## src/rtl/ux607_mrom_pkg.sv

```systemverilog
// Shared definitions for the MROM ICB pipeline: byte-offset width helper and
// the response entry layout held in the response buffer.
package ux607_mrom_pkg;

    localparam int unsigned MROM_DW = 32;

    typedef struct packed {
        logic               err;
        logic [MROM_DW-1:0] rdata;
    } mrom_rsp_t;

    function automatic int unsigned mrom_ob(input int unsigned dw);
        return $clog2(dw / 8);
    endfunction

endpackage

```

## src/rtl/ux607_mrom.sv

```systemverilog
// Read-only word array; each word holds a fixed tag in the upper half and its
// own index in the lower half. Purely combinational read.
module ux607_mrom #(
    parameter int unsigned AW = 10,
    parameter int unsigned DW = 32
) (
    input  logic [AW-1:0] rom_addr,
    output logic [DW-1:0] rom_dout
);

    assign rom_dout = DW'({16'hA5A5, 16'(rom_addr)});

endmodule

```

## src/rtl/ux607_mrom_rsp_fifo.sv

```systemverilog
// In-order response buffer with occupancy counter; depth need not be a power
// of two. Head output reads as zero whenever the buffer is empty.
module ux607_mrom_rsp_fifo #(
    parameter int unsigned W     = 33,
    parameter int unsigned DEPTH = 2
) (
    input  logic         clk,
    input  logic         rst,
    input  logic         i_push,
    input  logic [W-1:0] i_push_data,
    input  logic         i_pop,
    output logic         o_full,
    output logic         o_nonempty,
    output logic [W-1:0] o_head
);

    localparam int unsigned PW = (DEPTH > 1) ? $clog2(DEPTH) : 1;
    localparam int unsigned CW = $clog2(DEPTH + 1);

    logic [PW-1:0] r_wr_ptr;
    logic [PW-1:0] r_rd_ptr;
    logic [CW-1:0] r_cnt;
    logic [W-1:0]  r_mem [DEPTH];
    logic          w_push;
    logic          w_pop;
    logic [PW-1:0] w_wr_nxt;
    logic [PW-1:0] w_rd_nxt;

    assign w_push   = i_push && (r_cnt < CW'(DEPTH));
    assign w_pop    = i_pop && (r_cnt != {CW{1'b0}});
    // explicit wrap compare keeps non-power-of-two depths correct
    assign w_wr_nxt = (r_wr_ptr == PW'(DEPTH - 1)) ? {PW{1'b0}} : r_wr_ptr + 1'b1;
    assign w_rd_nxt = (r_rd_ptr == PW'(DEPTH - 1)) ? {PW{1'b0}} : r_rd_ptr + 1'b1;

    // Pointer and occupancy bookkeeping.
    always_ff @(posedge clk) begin
        if (rst) begin
            r_wr_ptr <= {PW{1'b0}};
            r_rd_ptr <= {PW{1'b0}};
            r_cnt    <= {CW{1'b0}};
        end else begin
            if (w_push) r_wr_ptr <= w_wr_nxt;
            if (w_pop)  r_rd_ptr <= w_rd_nxt;
            case ({w_push, w_pop})
                2'b10:   r_cnt <= r_cnt + 1'b1;
                2'b01:   r_cnt <= r_cnt - 1'b1;
                default: r_cnt <= r_cnt;
            endcase
        end
    end

    // Entry storage; contents are don't-care until written.
    always_ff @(posedge clk) begin
        if (w_push) r_mem[r_wr_ptr] <= i_push_data;
    end

    assign o_full     = (r_cnt == CW'(DEPTH));
    assign o_nonempty = (r_cnt != {CW{1'b0}});
    assign o_head     = o_nonempty ? r_mem[r_rd_ptr] : {W{1'b0}};

endmodule

```

## src/rtl/ux607_mrom_pipe_top.sv

```systemverilog
// ICB front-end for the MROM: decodes/validates each accepted command, reads
// the ROM at accept time and queues {err, rdata} for in-order return.
module ux607_mrom_pipe_top
    import ux607_mrom_pkg::*;
#(
    parameter int unsigned AW        = 12,
    parameter int unsigned DW        = 32,
    parameter int unsigned DP        = 1024,
    parameter int unsigned RSP_DEPTH = 2
) (
    input  logic          clk,
    input  logic          rst,
    input  logic          rom_icb_cmd_valid,
    output logic          rom_icb_cmd_ready,
    input  logic [AW-1:0] rom_icb_cmd_addr,
    input  logic          rom_icb_cmd_read,
    output logic          rom_icb_rsp_valid,
    input  logic          rom_icb_rsp_ready,
    output logic          rom_icb_rsp_err,
    output logic [DW-1:0] rom_icb_rsp_rdata,
    output logic          rom_busy
);

    localparam int unsigned OB = mrom_ob(DW);
    localparam int unsigned IW = AW - OB;

    logic [IW-1:0] w_idx;
    logic [DW-1:0] w_rom_dout;
    logic          w_misalign;
    logic          w_oor;
    logic          w_err;
    logic [DW:0]   w_entry;
    logic [DW:0]   w_head;
    logic          w_full;
    logic          w_nonempty;
    logic          w_push;
    logic          w_pop;

    assign w_idx      = rom_icb_cmd_addr[AW-1:OB];
    assign w_misalign = (rom_icb_cmd_addr & AW'((1 << OB) - 1)) != {AW{1'b0}};
    assign w_oor      = (32'(w_idx) >= DP);

    ux607_mrom #(
        .AW (IW),
        .DW (DW)
    ) u_rom (
        .rom_addr (w_idx),
        .rom_dout (w_rom_dout)
    );

    // Build the response entry; any error forces rdata to zero.
    always_comb begin
        w_err = !rom_icb_cmd_read || w_misalign || w_oor;
        if (w_err) begin
            w_entry = {1'b1, {DW{1'b0}}};
        end else begin
            w_entry = {1'b0, w_rom_dout};
        end
    end

    assign w_push = rom_icb_cmd_valid && rom_icb_cmd_ready;
    assign w_pop  = rom_icb_rsp_valid && rom_icb_rsp_ready;

    ux607_mrom_rsp_fifo #(
        .W     (DW + 1),
        .DEPTH (RSP_DEPTH)
    ) u_rsp_fifo (
        .clk         (clk),
        .rst         (rst),
        .i_push      (w_push),
        .i_push_data (w_entry),
        .i_pop       (w_pop),
        .o_full      (w_full),
        .o_nonempty  (w_nonempty),
        .o_head      (w_head)
    );

    // ready/valid derive only from buffer state, never from same-cycle inputs
    assign rom_icb_cmd_ready = !w_full;
    assign rom_icb_rsp_valid = w_nonempty;
    assign rom_icb_rsp_err   = w_head[DW];
    assign rom_icb_rsp_rdata = w_head[DW-1:0];
    assign rom_busy          = w_nonempty;

endmodule
```

## config.mk

```make
export PLATFORM = sky130hd
export DESIGN_NAME = ux607_mrom_pipe_top
export DESIGN_NICKNAME = d
export VERILOG_FILES = /design/src/rtl/ux607_mrom_pkg.sv /design/src/rtl/ux607_mrom.sv /design/src/rtl/ux607_mrom_rsp_fifo.sv /design/src/rtl/ux607_mrom_pipe_top.sv
export SDC_FILE = /design/constraint.sdc
export NUM_CORES = 1
export LEC_CHECK = 0
export ABC_AREA = 1
export CORE_MARGIN = 3
export CORE_UTILIZATION = 44
export CTS_CLUSTER_DIAMETER = 50
export DETAILED_ROUTE_END_ITERATION = 10
export PLACE_DENSITY = 0.87
export REMOVE_ABC_BUFFERS = 1
export SLEW_MARGIN = 20
export SYNTH_ARGS = -nofsm -noshare
export SYNTH_HDL_FRONTEND = slang
export SYNTH_SLANG_ARGS = --single-unit
export TNS_END_PERCENT = 100
```

## constraint.sdc

```tcl
create_clock -name clk -period 1.6 [get_ports clk]
set_input_delay 0.32 -clock clk [delete_from_list [all_inputs] [get_ports clk]]
set_output_delay 0.32 -clock clk [all_outputs]
set_load 0.05 [all_outputs]
```

==> impl_metrics.csv <==
group,metric,value,unit
global_routing,grt_pass1_vias,1067,
clocking,cts.clk_slew.worst_paths,0.08,ns
clocking,cts.htree.levels,2,
timing,hold_viol,0,
setup_path,r2r_cells,9,
timing,rsz0062_at_grt,"true",
timing,post-route-min-period,1.65,ns
layout,syn_to_final_growth,62.1,%
global_routing,overflow,0,
power_and_ir_drop,power.net_switching,1820,uW
layout,multi_input_area,561,um^2
layout,seqCellArea,826,um^2
floorplan,design.core.area,0.00292,mm^2
timing,fin_crit_sh,103,%
clocking,clock_path_buffers,2,
synthesis,netlist_instances,149,
setup_path,cp.required,1.28,ns
timing,fmax,0.605,GHz
floorplan,die_height,62.8,um
power_and_ir_drop,p_sw_share,44.4,%
floorplan,io_pins,53,
global_routing,antenna_found_initial,0,
global_routing,grt_max_degree,14,
timing,fin_ws,-0.0526,ns
global_routing,grt_pass1_wl,4.55,mm
synthesis,avgSynthCellArea,9.54,um^2
routing,drt_iter0_markers,29,
timing,fin_setup_tns,-0.777,ns
power_and_ir_drop,clkPwrFrac,9.7,%
floorplan,dieArea,0.00395,mm^2
layout,drive_above_1_share,38.3,%
routing,wl_per_cell,12.6,um
layout,num_antenna_cells,0,
clocking,postCtsHoldBufs,0,
synthesis,yosys_warnings,0,
outcome,failed_checks,"negative setup slack",
global_routing,grtUsageTotal,15.3,%
routing,drt-total-wl,3.00,mm
power_and_ir_drop,ir_drop,1.02,mV
worst_hold_path,hold_class,"flop to flop",
setup_path,crit_path_end_kind,"primary output",
clocking,numCtsBuffers,5,
setup_path,worstPathArrival,1.33,ns
placed_design,portBuffers,38,
setup_path,worst-setup-path-type,"flop to primary output",
power_and_ir_drop,intPower,2270,uW
timing,setup_violations,19,
power_and_ir_drop,pwr-share-comb,65.4,%
clocking,cts_root_buf,"clkbuf_4",
floorplan,floorplan.initialDensity,48.6,%
floorplan,num_rows,19,
synthesis,yosys_register_bits,29,
layout,fillers,182,
placed_design,placed_cells,227,
layout,finalNetCount,213,
clocking,clk_latency,0.32,ns
power_and_ir_drop,seq_power_share,24.9,%
layout,stdcell_count,238,
outcome,status,"finished with violations",
timing,final-max-slew-violation-count,0,
clocking,cts.sinks,29,
placed_design,hpwl,2.11,mm
placed_design,placed_area,0.00200,mm^2
layout,fin_util,78.8,%
layout,layout_commonest_cell,"edfxtp_1",
placed_design,place_congestion,0.767,
setup_path,cp-start-kind,"flop",
worst_hold_path,hold_path_depth,2,
synthesis,synth_cell_types,18,
routing,drc,0,
power_and_ir_drop,p_leak,0.000943,uW
power_and_ir_drop,power_density,1780,mW/mm^2
setup_path,cp_max_fo,8,
layout,postLayoutCellArea,0.00230,mm^2
routing,final_antenna_net_count,0,
synthesis,mappedNetlistArea,0.00142,mm^2
synthesis,synth_seq_area_share,57.7,%
job,cap_violations,0,
floorplan,die_w,62.8,um
timing,worst_clock_skew,0.00758,ns
layout,final_cell_mix,"edfxtp_1 (24), buf_12 (22), nor2_1 (19), nand2_1 (19), inv_1 (18)",
routing,routed_via_density,4.51,
clocking,cts_tree,"yes",
power_and_ir_drop,total_power,4090,uW
routing,via_count,1074,
routing,drt_pass1_iterations,4,
-- cells in the mapped netlist --
library cell	instances	share of area [%]
a21oi_1	14	4.9
buf_2	3	1.1
o21ai_0	1	0.35
buf_6	1	0.79
nor2_2	1	0.44
nand2_2	1	0.44
nor2_4	2	1.6
nor3_2	1	0.70
dfxtp_1	5	7.0
buf_4	22	12
inv_2	1	0.26
nand2_1	32	8.5
edfxtp_1	24	51
nand4_1	1	0.44
conb_1	1	0.26
ha_1	1	0.88
inv_1	19	5.0
nor2_1	19	5.0
-- worst paths after layout --
check	start	endpoint	slack, ns
max	flop	rom_icb_rsp_rdata[29]	-0.05
min	u_rsp_fifo.r_rd_ptr$_SDFFE_PP0P_	flop	0.50
max reg2reg	u_rsp_fifo.r_cnt[0]$_SDFFE_PP0P_	u_rsp_fifo.r_cnt[1]$_SDFFE_PP0P_	0.14
min reg2reg	u_rsp_fifo.r_rd_ptr$_SDFFE_PP0P_	flop	0.50
-- worst max-delay path: stages, from the launching register on --
cell	delay, ns
dfxtp_4	0.39
inv_6	0.08
nand2_2	0.06
a21oi_4	0.15
buf_12	0.17
buf_12	0.14
-- sequential cells by signal (all words and copies together), names as in the netlist, named ones only --
register / count
u_rsp_fifo.r_wr_ptr: 1
u_rsp_fifo.r_mem: 24
u_rsp_fifo.r_rd_ptr: 1
u_rsp_fifo.r_cnt: 2
-- metrics by stage --
stage,setup slack (ns),hold slack (ns)
3_5_place_dp,-0.0386,0.490
6_report,-0.0526,0.505
3_3_place_gp,0.0323,0.480
2_1_floorplan,-5.09,0.390
4_1_cts,-0.0679,0.510
5_1_grt,-0.121,0.565
-- layer usage --
metal / up-vias / GRT usage (%) / part of all wire [%]
li1: 523 / - / -
met1: 495 / 12.0 / 35
met2: 48 / 30.0 / 56
met3: 8 / 5.58 / 7.3
met4: 0 / 10.5 / 2.1
met5: - / 0 / 0
-- layout make-up --
type / count / area share (%)
sequential: 29 / 35.9
timing repair buffer: 52 / 31.9
multi-input combinational: 87 / 24.3
inverter: 20 / 3.48
tap: 42 / 2.28
clock buffer: 8 / 2.12
-- power by group through the flow --
stage,registers (uW),clock network (uW),logic [uW]
CTS,998,414,2430
finish,1020,395,2680
floorplan,1020,0,1010
detailed placement,1010,0,2240
global route,1030,449,2780
global placement,999,0,2200
-- logic make-up (layout without fill, tap and decap cells) --
logic type                 after synthesis  in the layout  synth area share [%]
buffers and inverters                   46             80                  18.7
and+or+nand+nor                         57             57                  17.1
adders and majority gates                1              1                 0.880
DFF                                     29             29                  57.7
AOI/OAI and AO/OA                       15             15                  5.28
other                                    1             14                 0.264
-- repair_timing --
| action | CTS | global route |
|---|---|---|
| pin swaps | 2 | 13 |
| endpoints found under the setup margin | 21 | 21 |
| buffers inserted | 3 | 0 |
| resized for setup | 17 | 37 |
(Power assumes the default switching activity.)
